File: src/rtl/ex_mem_pkg.sv
// Shared types for the EX/MEM pipeline register: widths, held-entry layout,
// slot-state encoding and the entry builder used at capture time.
package ex_mem_pkg;
   localparam int DATA_W = 32;
   localparam int REG_W  = 5;
   localparam int CTRL_W = 5;
   // ctrl layout, MSB first: {reg_write, mem_read, mem_write, mem_to_reg, branch}
   localparam int CTRL_BRANCH = 0;

   typedef enum logic [1:0] {
      ST_EMPTY = 2'd0,
      ST_ONE   = 2'd1,
      ST_FULL  = 2'd2
   } state_e;

   // One held entry; br_taken is resolved once at capture so MEM sees a flag.
   typedef struct packed {
      logic [DATA_W-1:0] result;
      logic [DATA_W-1:0] rt_data;
      logic [REG_W-1:0]  write_reg;
      logic [CTRL_W-1:0] ctrl;
      logic              br_taken;
   } payload_t;

   function automatic payload_t make_payload(
      input logic [DATA_W-1:0] result,
      input logic              zero,
      input logic [DATA_W-1:0] rt_data,
      input logic [REG_W-1:0]  write_reg,
      input logic [CTRL_W-1:0] ctrl
   );
      payload_t p;
      p.result    = result;
      p.rt_data   = rt_data;
      p.write_reg = write_reg;
      p.ctrl      = ctrl;
      p.br_taken  = ctrl[CTRL_BRANCH] & zero;
      return p;
   endfunction

   function automatic logic [1:0] occ_of(input state_e s);
      case (s)
         ST_ONE:  return 2'd1;
         ST_FULL: return 2'd2;
         default: return 2'd0;
      endcase
   endfunction
endpackage

File: src/rtl/ex_mem_if.sv
// EX-side and MEM-side handshake/payload bundle for the EX/MEM register.
interface ex_mem_if;
   import ex_mem_pkg::*;

   logic              valid_i;
   logic              ready_o;
   logic [DATA_W-1:0] result_i;
   logic              zero_i;
   logic [DATA_W-1:0] rt_data_i;
   logic [REG_W-1:0]  write_reg_i;
   logic [CTRL_W-1:0] ctrl_i;
   logic              flush_i;
   logic              valid_o;
   logic              ready_i;
   logic [DATA_W-1:0] result_o;
   logic [DATA_W-1:0] rt_data_o;
   logic [REG_W-1:0]  write_reg_o;
   logic [CTRL_W-1:0] ctrl_o;
   logic              branch_taken_o;
   logic [1:0]        occupancy_o;

   // Environment side: drives EX payload, flush and MEM ready.
   modport master (
      output valid_i, result_i, zero_i, rt_data_i, write_reg_i, ctrl_i,
             flush_i, ready_i,
      input  ready_o, valid_o, result_o, rt_data_o, write_reg_o, ctrl_o,
             branch_taken_o, occupancy_o
   );

   // Pipeline register side.
   modport slave (
      input  valid_i, result_i, zero_i, rt_data_i, write_reg_i, ctrl_i,
             flush_i, ready_i,
      output ready_o, valid_o, result_o, rt_data_o, write_reg_o, ctrl_o,
             branch_taken_o, occupancy_o
   );
endinterface

File: src/rtl/ex_mem_reg.sv
// EX/MEM pipeline register with a two-slot skid buffer. The main slot drives
// MEM directly; the skid slot absorbs one entry when MEM stalls so that
// ready_o can be a pure register and never depends on ready_i.
module ex_mem_reg
   import ex_mem_pkg::*;
(
   input  logic   clk_i,
   input  logic   rst_i,
   ex_mem_if.slave bus
);
   state_e   state;
   payload_t main_q;
   payload_t skid_q;
   logic     ready_q;
   logic     in_xfer;
   logic     out_xfer;
   payload_t incoming;

   assign in_xfer  = bus.valid_i & ready_q;
   assign out_xfer = (state != ST_EMPTY) & bus.ready_i;
   assign incoming = make_payload(bus.result_i, bus.zero_i, bus.rt_data_i,
                                  bus.write_reg_i, bus.ctrl_i);

   // Slot state, payload slots and ready flag advance together in one block.
   always_ff @(posedge clk_i) begin
      if (!rst_i) begin
         state   <= ST_EMPTY;
         main_q  <= '0;
         skid_q  <= '0;
         ready_q <= 1'b0;
      end else if (bus.flush_i) begin
         // Data fields hold; only the control that MEM acts on is dropped.
         state           <= ST_EMPTY;
         main_q.ctrl     <= '0;
         main_q.br_taken <= 1'b0;
         ready_q         <= 1'b1;
      end else begin
         ready_q <= 1'b1;
         case (state)
            ST_EMPTY: begin
               if (in_xfer) begin
                  main_q <= incoming;
                  state  <= ST_ONE;
               end
            end
            ST_ONE: begin
               case ({in_xfer, out_xfer})
                  2'b11: main_q <= incoming;
                  2'b10: begin
                     skid_q  <= incoming;
                     state   <= ST_FULL;
                     ready_q <= 1'b0;
                  end
                  2'b01: begin
                     // Leaving valid: ctrl must not advertise a write to MEM.
                     state           <= ST_EMPTY;
                     main_q.ctrl     <= '0;
                     main_q.br_taken <= 1'b0;
                  end
                  default: ;
               endcase
            end
            ST_FULL: begin
               if (out_xfer) begin
                  main_q <= skid_q;
                  state  <= ST_ONE;
               end else begin
                  ready_q <= 1'b0;
               end
            end
            default: state <= ST_EMPTY;
         endcase
      end
   end

   assign bus.ready_o        = ready_q;
   assign bus.valid_o        = (state != ST_EMPTY);
   assign bus.occupancy_o    = occ_of(state);
   assign bus.result_o       = main_q.result;
   assign bus.rt_data_o      = main_q.rt_data;
   assign bus.write_reg_o    = main_q.write_reg;
   assign bus.ctrl_o         = main_q.ctrl;
   assign bus.branch_taken_o = main_q.br_taken;
endmodule

File: src/flat_wrapper.sv
// flat-port wrapper written by rule: the top's interface ports become plain ports
module ex_mem_reg_flat import ex_mem_pkg::*;
  (clk_i, rst_i, bus_valid_i, bus_result_i, bus_zero_i, bus_rt_data_i, bus_write_reg_i, bus_ctrl_i, bus_flush_i, bus_ready_i, bus_ready_o, bus_valid_o, bus_result_o, bus_rt_data_o, bus_write_reg_o, bus_ctrl_o, bus_branch_taken_o, bus_occupancy_o);
  ex_mem_if bus_i ();
  input  logic clk_i;
  input  logic rst_i;
  input wire logic [$bits(bus_i.valid_i)-1:0] bus_valid_i;
  input wire logic [$bits(bus_i.result_i)-1:0] bus_result_i;
  input wire logic [$bits(bus_i.zero_i)-1:0] bus_zero_i;
  input wire logic [$bits(bus_i.rt_data_i)-1:0] bus_rt_data_i;
  input wire logic [$bits(bus_i.write_reg_i)-1:0] bus_write_reg_i;
  input wire logic [$bits(bus_i.ctrl_i)-1:0] bus_ctrl_i;
  input wire logic [$bits(bus_i.flush_i)-1:0] bus_flush_i;
  input wire logic [$bits(bus_i.ready_i)-1:0] bus_ready_i;
  output wire logic [$bits(bus_i.ready_o)-1:0] bus_ready_o;
  output wire logic [$bits(bus_i.valid_o)-1:0] bus_valid_o;
  output wire logic [$bits(bus_i.result_o)-1:0] bus_result_o;
  output wire logic [$bits(bus_i.rt_data_o)-1:0] bus_rt_data_o;
  output wire logic [$bits(bus_i.write_reg_o)-1:0] bus_write_reg_o;
  output wire logic [$bits(bus_i.ctrl_o)-1:0] bus_ctrl_o;
  output wire logic [$bits(bus_i.branch_taken_o)-1:0] bus_branch_taken_o;
  output wire logic [$bits(bus_i.occupancy_o)-1:0] bus_occupancy_o;
  assign bus_i.valid_i = bus_valid_i;
  assign bus_i.result_i = bus_result_i;
  assign bus_i.zero_i = bus_zero_i;
  assign bus_i.rt_data_i = bus_rt_data_i;
  assign bus_i.write_reg_i = bus_write_reg_i;
  assign bus_i.ctrl_i = bus_ctrl_i;
  assign bus_i.flush_i = bus_flush_i;
  assign bus_i.ready_i = bus_ready_i;
  assign bus_ready_o = bus_i.ready_o;
  assign bus_valid_o = bus_i.valid_o;
  assign bus_result_o = bus_i.result_o;
  assign bus_rt_data_o = bus_i.rt_data_o;
  assign bus_write_reg_o = bus_i.write_reg_o;
  assign bus_ctrl_o = bus_i.ctrl_o;
  assign bus_branch_taken_o = bus_i.branch_taken_o;
  assign bus_occupancy_o = bus_i.occupancy_o;
  ex_mem_reg u_core (.clk_i(clk_i), .rst_i(rst_i), .bus(bus_i));
endmodule
File: config.mk
export PLATFORM = sky130hd
export DESIGN_NAME = ex_mem_reg_flat
export DESIGN_NICKNAME = d
export VERILOG_FILES = /design/src/rtl/ex_mem_pkg.sv /design/src/rtl/ex_mem_if.sv /design/src/rtl/ex_mem_reg.sv /design/src/flat_wrapper.sv
export SDC_FILE = /design/constraint.sdc
export NUM_CORES = 1
export LEC_CHECK = 0
export ABC_AREA = 0
export ABC_CLOCK_PERIOD_IN_PS = 6430
export BUFFER_PORTS_ARGS = -buffer_cell sky130_fd_sc_hd__buf_2
export CORE_MARGIN = 8
export CORE_UTILIZATION = 40
export DETAILED_ROUTE_END_ITERATION = 7
export PLACE_DENSITY = 0.61
export SLEW_MARGIN = 0
export SYNTH_ARGS = -nofsm -noshare
export SYNTH_HDL_FRONTEND = slang
export SYNTH_SLANG_ARGS = --single-unit
File: constraint.sdc
create_clock -name clk_i -period 6.43 [get_ports clk_i]
set_input_delay 1.286 -clock clk_i [delete_from_list [all_inputs] [get_ports clk_i]]
set_output_delay 1.286 -clock clk_i [all_outputs]
set_load 0.02 [all_outputs]
# Yosys cells after proc, flatten, opt, wreduce, memory -nomap -nowiden
# Index checks and enable logic that the tools add are counted.
classes:
  n_eq_ne: 10
  order_cmp: 0
  n_mul: 0
  shifts: 0
  n_reduce_logical: 8
  n_bitwise: 5
  n_div: 0
  muxes: 14
  add_sub_neg: 0
op_table:
  columns: ["op", "count"]
  rows:
  - ["75-bit one-hot mux with 3 select lines", 1]
  - ["75-bit 2-to-1 mux", 2]
  - ["69-bit 2-to-1 mux", 1]
  - ["6-bit one-hot mux with 2 select lines", 1]
  - ["2-bit one-hot mux with 2 select lines", 2]
  - ["2-bit equality test, second input constant", 3]
  - ["2-bit by 1-bit inequality test with 1-bit output, second input constant", 3]
  - ["2-bit one-hot mux with 3 select lines", 1]
  - ["3-bit AND reduction", 2]
  - ["5-bit AND reduction", 1]
  - ["2-bit by 1-bit equality test with 1-bit output, second input constant", 2]
  - ["2-bit 2-to-1 mux", 2]
  - ["4-bit AND reduction", 1]
  - ["1-bit AND", 3]
  - ["1-bit 2-to-1 mux", 3]
  - ["3-bit by 2-bit inequality test with 1-bit output, second input constant", 1]
  - ["3-bit inequality test, second input constant", 1]
  - ["3-bit nonzero test", 1]
  - ["2-bit logical NOT", 1]
  - ["1-bit inverter", 2]
  - ["1-bit one-hot mux with 2 select lines", 1]
  - ["2-bit nonzero test", 1]
  - ["2-bit OR reduction", 1]
word_totals:
  mem_bits_ro: 0
  latchBits: 0
  elab_cells: 49
  output_inout_bits: 79
  ram_bits: 0
  n_memories: 0
  reg_bits: 153

# Longest topological paths before layout
# Gate-level depths: netlist (run 1).
depth:
  word_depth: 6
  depth_mapped: 12

# Worst setup path after synthesis (run 1)
# No wires, ideal clock.
synth_path:
  path_kind: "input -> register"
  from: "input port bus_ready_i"
  to: "register u_core.main_q, in the netlist u_core.bus.rt_data_o[25]"
  stages: 9
  n_path_buf: 2
  slack_ns: 3.770
  arrival_ns: 2.544
  cell_sequence: "nand2b_1 inv_1 ha_1 inv_1 a21oi_1 buf_2 buf_2 nand3_1 o211a_1"
synth_via:
  elab_chain_len: 4
  elab_cells_between_ends: 5
  cone_classes: "3 x eq/ne; 1 x bitwise; 1 x reduce/logical"
synth_lines:
  columns: ["item", "line", "rtl"]
  rows:
  - ["start: declaration", "flat_wrapper.sv:14", "input wire logic [$bits(bus_i.ready_i)-1:0] bus_ready_i;"]
  - ["1-bit AND (*)", "ex_mem_reg.sv:20", "assign out_xfer = (state != ST_EMPTY) & bus.ready_i;"]
  - ["2-bit equality test", "ex_mem_reg.sv:47", "case ({in_xfer, out_xfer})"]
  - ["2-bit by 1-bit inequality test with 1-bit output (no source line)", null, null]
  - ["5-bit AND reduction (no source line) (*)", null, null]
  - ["end signal: assignment", "ex_mem_reg.sv:42", "main_q <= incoming;"]
  - ["end signal: assignment", "ex_mem_reg.sv:48", "2'b11: main_q <= incoming;"]
  - ["end signal: assignment", "ex_mem_reg.sv:65", "main_q <= skid_q;"]
  - ["end: declaration", "ex_mem_reg.sv:12", "payload_t main_q;"]
# Mark *: on every way between the ends. The rest lies on a longest branch, timed or not.
# A chain may end at the register's enable or synchronous reset.

# Final worst setup path (run 1)
layout_path:
  from: "input port bus_valid_i"
  to: "register u_core.skid_q[0] (netlist name)"
layout_via:
  elab_chain_len: 3
layout_lines:
  columns: ["item", "line", "rtl"]
  rows:
  - ["start: declaration", "flat_wrapper.sv:7", "input wire logic [$bits(bus_i.valid_i)-1:0] bus_valid_i;"]
  - ["1-bit AND", "ex_mem_reg.sv:19", "assign in_xfer = bus.valid_i & ready_q;"]
  - ["2-bit equality test", "ex_mem_reg.sv:47", null]
  - ["3-bit AND reduction (no source line)", null, null]
  - ["end signal: assignment", "ex_mem_reg.sv:50", "skid_q <= incoming;"]
  - ["end: declaration", "ex_mem_reg.sv:13", "payload_t skid_q;"]
# No other way between the ends.

==> results by group, run 1 <==
Placed design
  – RePlAce Congestion: a little under 0.8
  – Count of input and output buffers: around 160
  – Half-perimeter wire length after placement: around 12000 µm
  – Total placed cells including tap cells: between 1000 and 1500
  – Post-placement cell area: roughly 7300 µm²

Floorplan
  – Die extent in x: around 140 µm
  – Total Die Area: just over 20000 µm²
  – Initial Util: about two fifths
  – I/O pin count: 159
  – Die span in y: between 100 and 150 µm
  – Total core area: between 15000 and 20000 µm²
  – Row count: 46

CTS
  – Skew-Pair Late Insertion Delay: between 400 and 500 ps
  – Root buffer cell: clkbuf_16
  – Number of buffers created by CTS: 17
  – Number of buffers inserted to repair setup after CTS: 0
  – Number of clock sinks: around 150
  – CTS resizes: 0
  – Clock tree from TritonCTS: done
  – Maximum buffer depth of the clock tree: 2
  – Clock-pin slew on the worst setup and hold paths: approximately 60 ps
  – Quantity of hold-fixing buffers added after cts: 0
  – Depth of the CTS H-tree: 4

Flow run
  – # Max-Cap Violations: 0

GRT
  – Number of antenna violations at the first check in global routing: 6
  – Pin count of the biggest net entering global routing: 87
  – First-pass GRT wire length: 30100 µm
  – Number of global-route vias before repair: 5978
  – Total overflow reported by the global router: 0
  – Total GRT Usage: approximately 18%

Synth
  – Area contributors post-synth: dfxtp_1 (47%), o211a_1 (11%), nand2_1 (8.8%), a21boi_0 (8.8%), a22oi_1 (8.5%)
  – Multiplexer fraction of the synthesized cell area: less than 1%
  – Area fraction in compound gates after synthesis: ~30%
  – Xor and xnor fraction of the mapped netlist area: 0%
  – Count of flip-flops with a built-in enable after synthesis: 0
  – Yosys warns: 0
  – Top cell type by total area after synthesis: dfxtp_1
  – Share of the synthesized area in the top cell type: approximately 47%
  – Arithmetic-cell share of the synthesized area counting full adders, half adders and majority gates: 1.54%
  – Synth cell types: 27
  – Simple-gate portion of the synthesized area: 16.0%
  – Mean Syn Cell Area: 9.03 µm²
  – Async set-reset flop share out of synthesis: 0%
  – Sequential cell area fraction in the yosys report: around 47%
  – Synthesized Nets: a little over 800
  – Yosys reg bits: 153
  – Main flop type after synthesis: dfxtp_1
  – Gate count of the mapped netlist: about 700
  – Combinational family with the most area after synthesis: compound AO/OA/AOI/OAI gates
  – Post-synthesis instance area: between 6000 and 7000 µm²

Timing
  – Setup violation total in the final timing report: 0
  – Hold Vio Cnt, Final: 0
  – Maximum clock skew at final layout: around 6.0 ps
  – Setup repair after global routing missed its margin: no
  – Actual transition at the worst max-transition pin: ~830 ps
  – Relative max-transition margin: between 40% and 50%
  – Fin crit period: roughly 2900 ps
  – Maximum clock frequency: about 0.35 GHz
  – Final total negative setup slack: 0 ps
  – Part of the cycle the worst path needs: 44.9%
  – Max-slew violation count: 0

Detailed routing
  – Met3 wire length: around 1500 µm
  – Sum of routed wire segments on met1: 8250 µm
  – Routed length per instance: roughly 18 µm
  – Remaining design rule violation count: 0
  – Routed vias: between 5000 and 6000
  – Violation count after the first detailed-route iteration: around 300
  – Drt via density: 5.48
  – Final wirelength: roughly 19000 µm
  – Drt pass-1 iters: 5
  – Top routing layer used: met5
  – Routed wl met2: around 8600 µm
  – Detail Route Antenna Nets: 0

Layout
  – Most common cell after layout, fill and taps aside: buf_2
  – # nets final: 920
  – Area Overhead vs Synth: 22.5%
  – Proportion of layout cells with a drive suffix above 1: around 24%
  – Non-filler instance count after layout: 1062
  – Final standard cell area without fillers: between 7000 and 8000 µm²
  – Top library cells by usage in the layout, fill and taps aside: buf_2 (157), nand2_1 (153), dfxtp_1 (153), a21boi_0 (76), a22oi_1 (74)

Power
  – Leakage Power: ~4 nW
  – Power Dens Cells: 292 nW/µm²
  – Worst ir drop on vdd: between 150 and 200 µV

Critical path
  – Worst path required time: between 6000 and 7000 ps
  – Endpoint class of the critical path: flop
  – Startpoint type of the worst setup path: input port
  – Worst path arrival time: 3220 ps
  – Highest net fanout along the worst path: 53
  – Type of the setup path with the least slack: in2reg

Worst hold path
  – Worst min-delay path class: reg2reg

Run status
  – Run status: finished clean
==> synthesized netlist by cell type, drive strengths merged (6+ instances only) <==
library cell / count
buf: 34
clkbuf: 40
a21oi: 8
nand2: 153
inv: 6
a22oi: 74
dfxtp: 153
o211a: 69
a21boi: 76
ha: 8
nand3: 70
a211oi: 7
==> cell type report <==
cell class,count,area [µm²]
Timing Repair Buffer,167,861
Fill cell,1499,7920
Inverter,6,22.5
Tap cell,216,270
Antenna cell,1,2.50
Clock buffer,19,453
Sequential cell,153,3060
Multi-Input combinational cell,487,3120
Clock inverter,13,175
==> critical path: stages <==
cell,delay (ps)
buf_2,130
nand2_1,90
inv_1,100
ha_1,180
and3b_2,480
buf_4,600
nand3_1,130
a21boi_0,210
==> cell families after synthesis <==
kind of cell,after synthesis
AOI/OAI and AO/OA,237
muxes,1
buffers and inverters,80
DFF,153
and+or+nand+nor,241
adders and majority gates,8
==> stage by stage <==
stage	util (%)	setup slack, ps	power (mW)	hold slack (ps)
global placement	46.2	3250	1.29	450
floorplan	-	3770	1.19	443
detailed placement	46.2	3170	1.30	458
CTS	50.1	3610	2.36	467
global route	50.1	3350	2.42	487
finish	50.1	3540	2.32	464
==> flip-flops by register name, indices dropped and copies added, names as in the netlist <==
name,flops
u_core.bus.branch_taken_o,1
u_core.bus.ctrl_o,5
u_core.bus.ready_o,1
u_core.bus.result_o,32
u_core.bus.rt_data_o,32
u_core.bus.write_reg_o,5
u_core.skid_q,75
u_core.state,2
==> metal layers <==
metal  up-vias  GRT usage, %
met5         -             0
met4        10          7.58
met3        36          6.24
met2       187          29.1
met1      2784          22.5
li1       2798             -
==> where the power goes <==
group / leakage, nW / total [mW] / switching (mW) / internal, mW
Sequential: 1.24 / 1.01 / 0.0202 / 0.985
Combinational: 2.43 / 0.267 / 0.165 / 0.102
Clock: 0.312 / 1.05 / 0.385 / 0.667
Total: 3.99 / 2.32 / 0.571 / 1.75
==> final timing paths <==
kind,start,endpoint,slack [ps],cells after the start
setup / recovery,bus_valid_i,u_core.skid_q[0]$_SDFFE_PN0P_,3540,8
hold / removal,u_core.skid_q[7]$_SDFFE_PN0P_,u_core.skid_q[7]$_SDFFE_PN0P_,460,2
setup reg to reg,u_core.state[0]$_SDFFE_PP0P_,u_core.skid_q[0]$_SDFFE_PN0P_,3740,8
hold reg to reg,u_core.skid_q[7]$_SDFFE_PN0P_,u_core.skid_q[7]$_SDFFE_PN0P_,460,2
Note: power is estimated with default switching activity, not from simulation.
==> inputs of run 2 (changes only) <==
- ABC_AREA: 0 -> 1
- ABC_CLOCK_PERIOD_IN_PS: 6430 -> 2680
- PLACE_DENSITY: 0.61 -> 0.6
- clock period: 6.43 -> 2.68 ns (I/O delays scaled with it)
==> run 2 against run 1 <==
  * Hold slack worse by 73 ps
  * Via count up 16%
  * Largest cell class unchanged
  * Critical path type is now reg2out
  * First-iteration DRC count up 1.0%
  * Global-route usage down 1.2 points
  * Wire length up 2.6%
  * Critical endpoint is now bus_occupancy_o[0]
  * Synthesized cell count up 51%
  * Critical path depth down 4
==> results by group, run 2 <==
Timing
  – Max-slew violation count: 0
  – Fin crit period: 2390 ps
  – Relative max-transition margin: between 40% and 50%
  – Slack of the critical path: between 200 and 300 ps
  – Maximum clock frequency: between 0.4 and 0.5 GHz
  – Setup repair after global routing missed its margin: no
  – Worst hold slack after final layout: a little under 400 ps
  – Hold Vio Cnt, Final: 0
  – Part of the cycle the worst path needs: approximately nine tenths
  – Final total negative setup slack: 0 ps
  – Setup violation total in the final timing report: 0
  – Actual transition at the worst max-transition pin: 844 ps
  – Maximum clock skew at final layout: roughly 15 ps

Power
  – Sequential group share of total power: about two fifths
  – Worst ir drop on vdd: approximately 550 µV
  – Combinational share of power: about a quarter
  – Overall power: between 6 and 7 mW
  – Reported net switching power: 2.12 mW
  – Clock power frac: a little under two fifths
  – Power Internal: 4.55 mW
  – Power Dens Cells: between 700 and 800 nW/µm²
  – Leakage Power: between 4 and 5 nW
  – Switching share of power: a little under a third

Floorplan
  – Total Die Area: 22200 µm²
  – Initial Util: a little over 40%
  – Total core area: between 15000 and 20000 µm²
  – I/O pin count: roughly 160
  – Row count: between 40 and 50
  – Die extent in x: 149 µm
  – Die span in y: between 100 and 150 µm

Detailed routing
  – Remaining design rule violation count: 0
  – Final wirelength: 19200 µm
  – Drt via density: about 4.7
  – Routed vias: between 6000 and 7000
  – Violation count after the first detailed-route iteration: between 300 and 400
  – Routed length per instance: roughly 13 µm
  – Detail Route Antenna Nets: 0
  – Drt pass-1 iters: 5

Layout
  – Register containing the most flip-flops in the final layout: u_core.skid_q
  – Proportion of layout cells with a drive suffix above 1: between 10% and 20%
  – Top library cells by usage in the layout, fill and taps aside: nor2_1 (264), nand2_1 (226), buf_2 (157), o21ai_0 (156), dfxtp_1 (153)
  – # nets final: about 1300
  – Count of fill cells added during filler insertion: 1825
  – Storage cell area: approximately 3100 µm²
  – Most common cell after layout, fill and taps aside: nor2_1
  – Area Overhead vs Synth: 22.0%
  – Number of flip-flops in the largest register: 75
  – Combined area of the multi-input logic cells: 3240 µm²

Synth
  – Main flop type after synthesis: dfxtp_1
  – Async set-reset flop share out of synthesis: 0%
  – Count of flip-flops with a built-in enable after synthesis: 0
  – Area contributors post-synth: dfxtp_1 (43%), nor2_1 (14%), nand2_1 (12%), o21ai_0 (11%), inv_1 (5.6%)
  – Gate count of the mapped netlist: 1087
  – Post-synthesis instance area: between 7000 and 8000 µm²
  – Most frequent cells after synthesis: nor2_1 (264), nand2_1 (226), o21ai_0 (156), dfxtp_1 (153), inv_1 (106)
  – Library cell with the highest instance count after synthesis: nor2_1
  – Mean Syn Cell Area: about 6.5 µm²
  – Top cell type by total area after synthesis: dfxtp_1
  – Sequential cell area fraction in the yosys report: 43.3%
  – Synth cell types: 19
  – Yosys reg bits: around 150
  – Synthesized Nets: 1175
  – Yosys warns: 0
  – Share of the synthesized area in the top cell type: between 40% and 50%

Critical path
  – Startpoint type of the worst setup path: flop
  – Endpoint class of the critical path: output pin
  – Worst-path cell with the longest stage delay: ha_2
  – Highest net fanout along the worst path: 64
  – Type of the setup path with the least slack: reg2out
  – Delay of the slowest cell on the worst path: approximately 420 ps
  – Worst path required time: roughly 2100 ps
  – Worst path arrival time: about 1900 ps
  – Cell-by-cell trace of the critical path: inv_1, ha_2, buf_12, buf_2

Placed design
  – Count of input and output buffers: roughly 160
  – RePlAce Congestion: between 0.7 and 0.8
  – Half-perimeter wire length after placement: approximately 12000 µm
  – Dpl ws: 432 ps

CTS
  – Maximum buffer depth of the clock tree: 2
  – Depth of the CTS H-tree: 4
  – Quantity of hold-fixing buffers added after cts: 0
  – CTS resizes: 0
  – Number of buffers inserted to repair setup after CTS: 0
  – Clock-pin slew on the worst setup and hold paths: 60 ps
  – Number of buffers created by CTS: 17
  – Skew-Pair Late Insertion Delay: between 400 and 500 ps
  – Number of clock sinks: between 150 and 200
  – Clock tree from TritonCTS: done
  – Root buffer cell: clkbuf_16

Flow run
  – # Max-Cap Violations: 0

GRT
  – Number of global-route vias before repair: 6376
  – Number of antenna violations at the first check in global routing: 1
  – Total overflow reported by the global router: 0
  – First-pass GRT wire length: about 32000 µm
  – Total GRT Usage: 17.2%
  – Pin count of the biggest net entering global routing: 96

Worst hold path
  – Worst min-delay path class: in2reg

Run status
  – Run status: finished clean
run 2: cell types whose count changed in the layout (fill, tap and decap cells not counted), moves of 69 or more:
cell / previous run / this run
a21boi_0: 76 / 0
a22oi_1: 74 / 0
inv_1: 6 / 106
nand2_1: 153 / 226
nor2_1: 5 / 264
o211a_1: 69 / 0
o21ai_0: 0 / 156
run 2: kinds of logic (layout without fill, tap and decap cells):
group,Yosys count,count (layout),share of synthesized area (%)
fa+ha+maj,8,8,1.41
simple gates,550,550,30.4
buf+inv,184,316,11.3
other cells,0,2,0
flops,153,153,43.3
compound gates,192,192,13.6
run 2: path summary, 6_finish.rpt:
kind                             startpoint                              to  depth (start not counted)  slack (ps)
min reg2reg  u_core.skid_q[33]$_SDFFE_PN0P_  u_core.skid_q[33]$_SDFFE_PN0P_                          2         450
min                       bus_rt_data_i[11]  u_core.skid_q[22]$_SDFFE_PN0P_                          3         390
max            u_core.state[1]$_SDFFE_PP0P_              bus_occupancy_o[0]                          4         290
max reg2reg    u_core.state[0]$_SDFFE_PP0P_  u_core.skid_q[70]$_SDFFE_PN0P_                          9         440
run 2: final cells by class:
class / count / share of cell area, %
multi-input cells: 750 / 37.5
flip-flops and latches: 153 / 35.5
repair buffers: 176 / 11.8
clock buffers: 24 / 5.81
inverters: 109 / 4.74
well taps: 225 / 3.26
clock inverters: 7 / 1.32
diodes: 2 / 0.0580
run 2: power by group through the flow:
stage / sequential (mW) / clock, mW / combinational (mW)
floorplan: 2.81 / 0 / 0.922
global route: 2.58 / 2.67 / 1.80
detailed placement: 2.61 / 0 / 1.60
CTS: 2.56 / 2.58 / 1.61
global placement: 2.61 / 0 / 1.59
finish: 2.56 / 2.52 / 1.59
run 2: metrics by stage:
| stage | util (%) | instances | instance area [µm²] |
|---|---|---|---|
| 6_report | 49.9 | 1446 | 8630 |
| 5_1_grt | 49.9 | 1444 | 8630 |
| 4_1_cts | 49.9 | 1444 | 8630 |
| 3_5_place_dp | 46.3 | 1413 | 8010 |
| 3_3_place_gp | 46.3 | 1413 | 8010 |
| 2_1_floorplan | - | 1087 | 7080 |
run 2: critical path: cells and delay by family, from the launching register on:
kind | cells | cell delay [ps]
fa+ha+maj | 1 | 420
buf+inv | 3 | 660
flops | 1 | 340
run 2: metal layers:
metal | vias to the layer above | track usage (%) | share of wire, % | wire [µm]
li1 | 3602 | - | - | -
met1 | 2992 | 21.8 | 49 | 9490
met2 | 145 | 27.8 | 43 | 8360
met3 | 12 | 5.58 | 6.7 | 1290
met4 | 2 | 4.04 | 0.47 | 90
met5 | - | 0 | 0.062 | 12
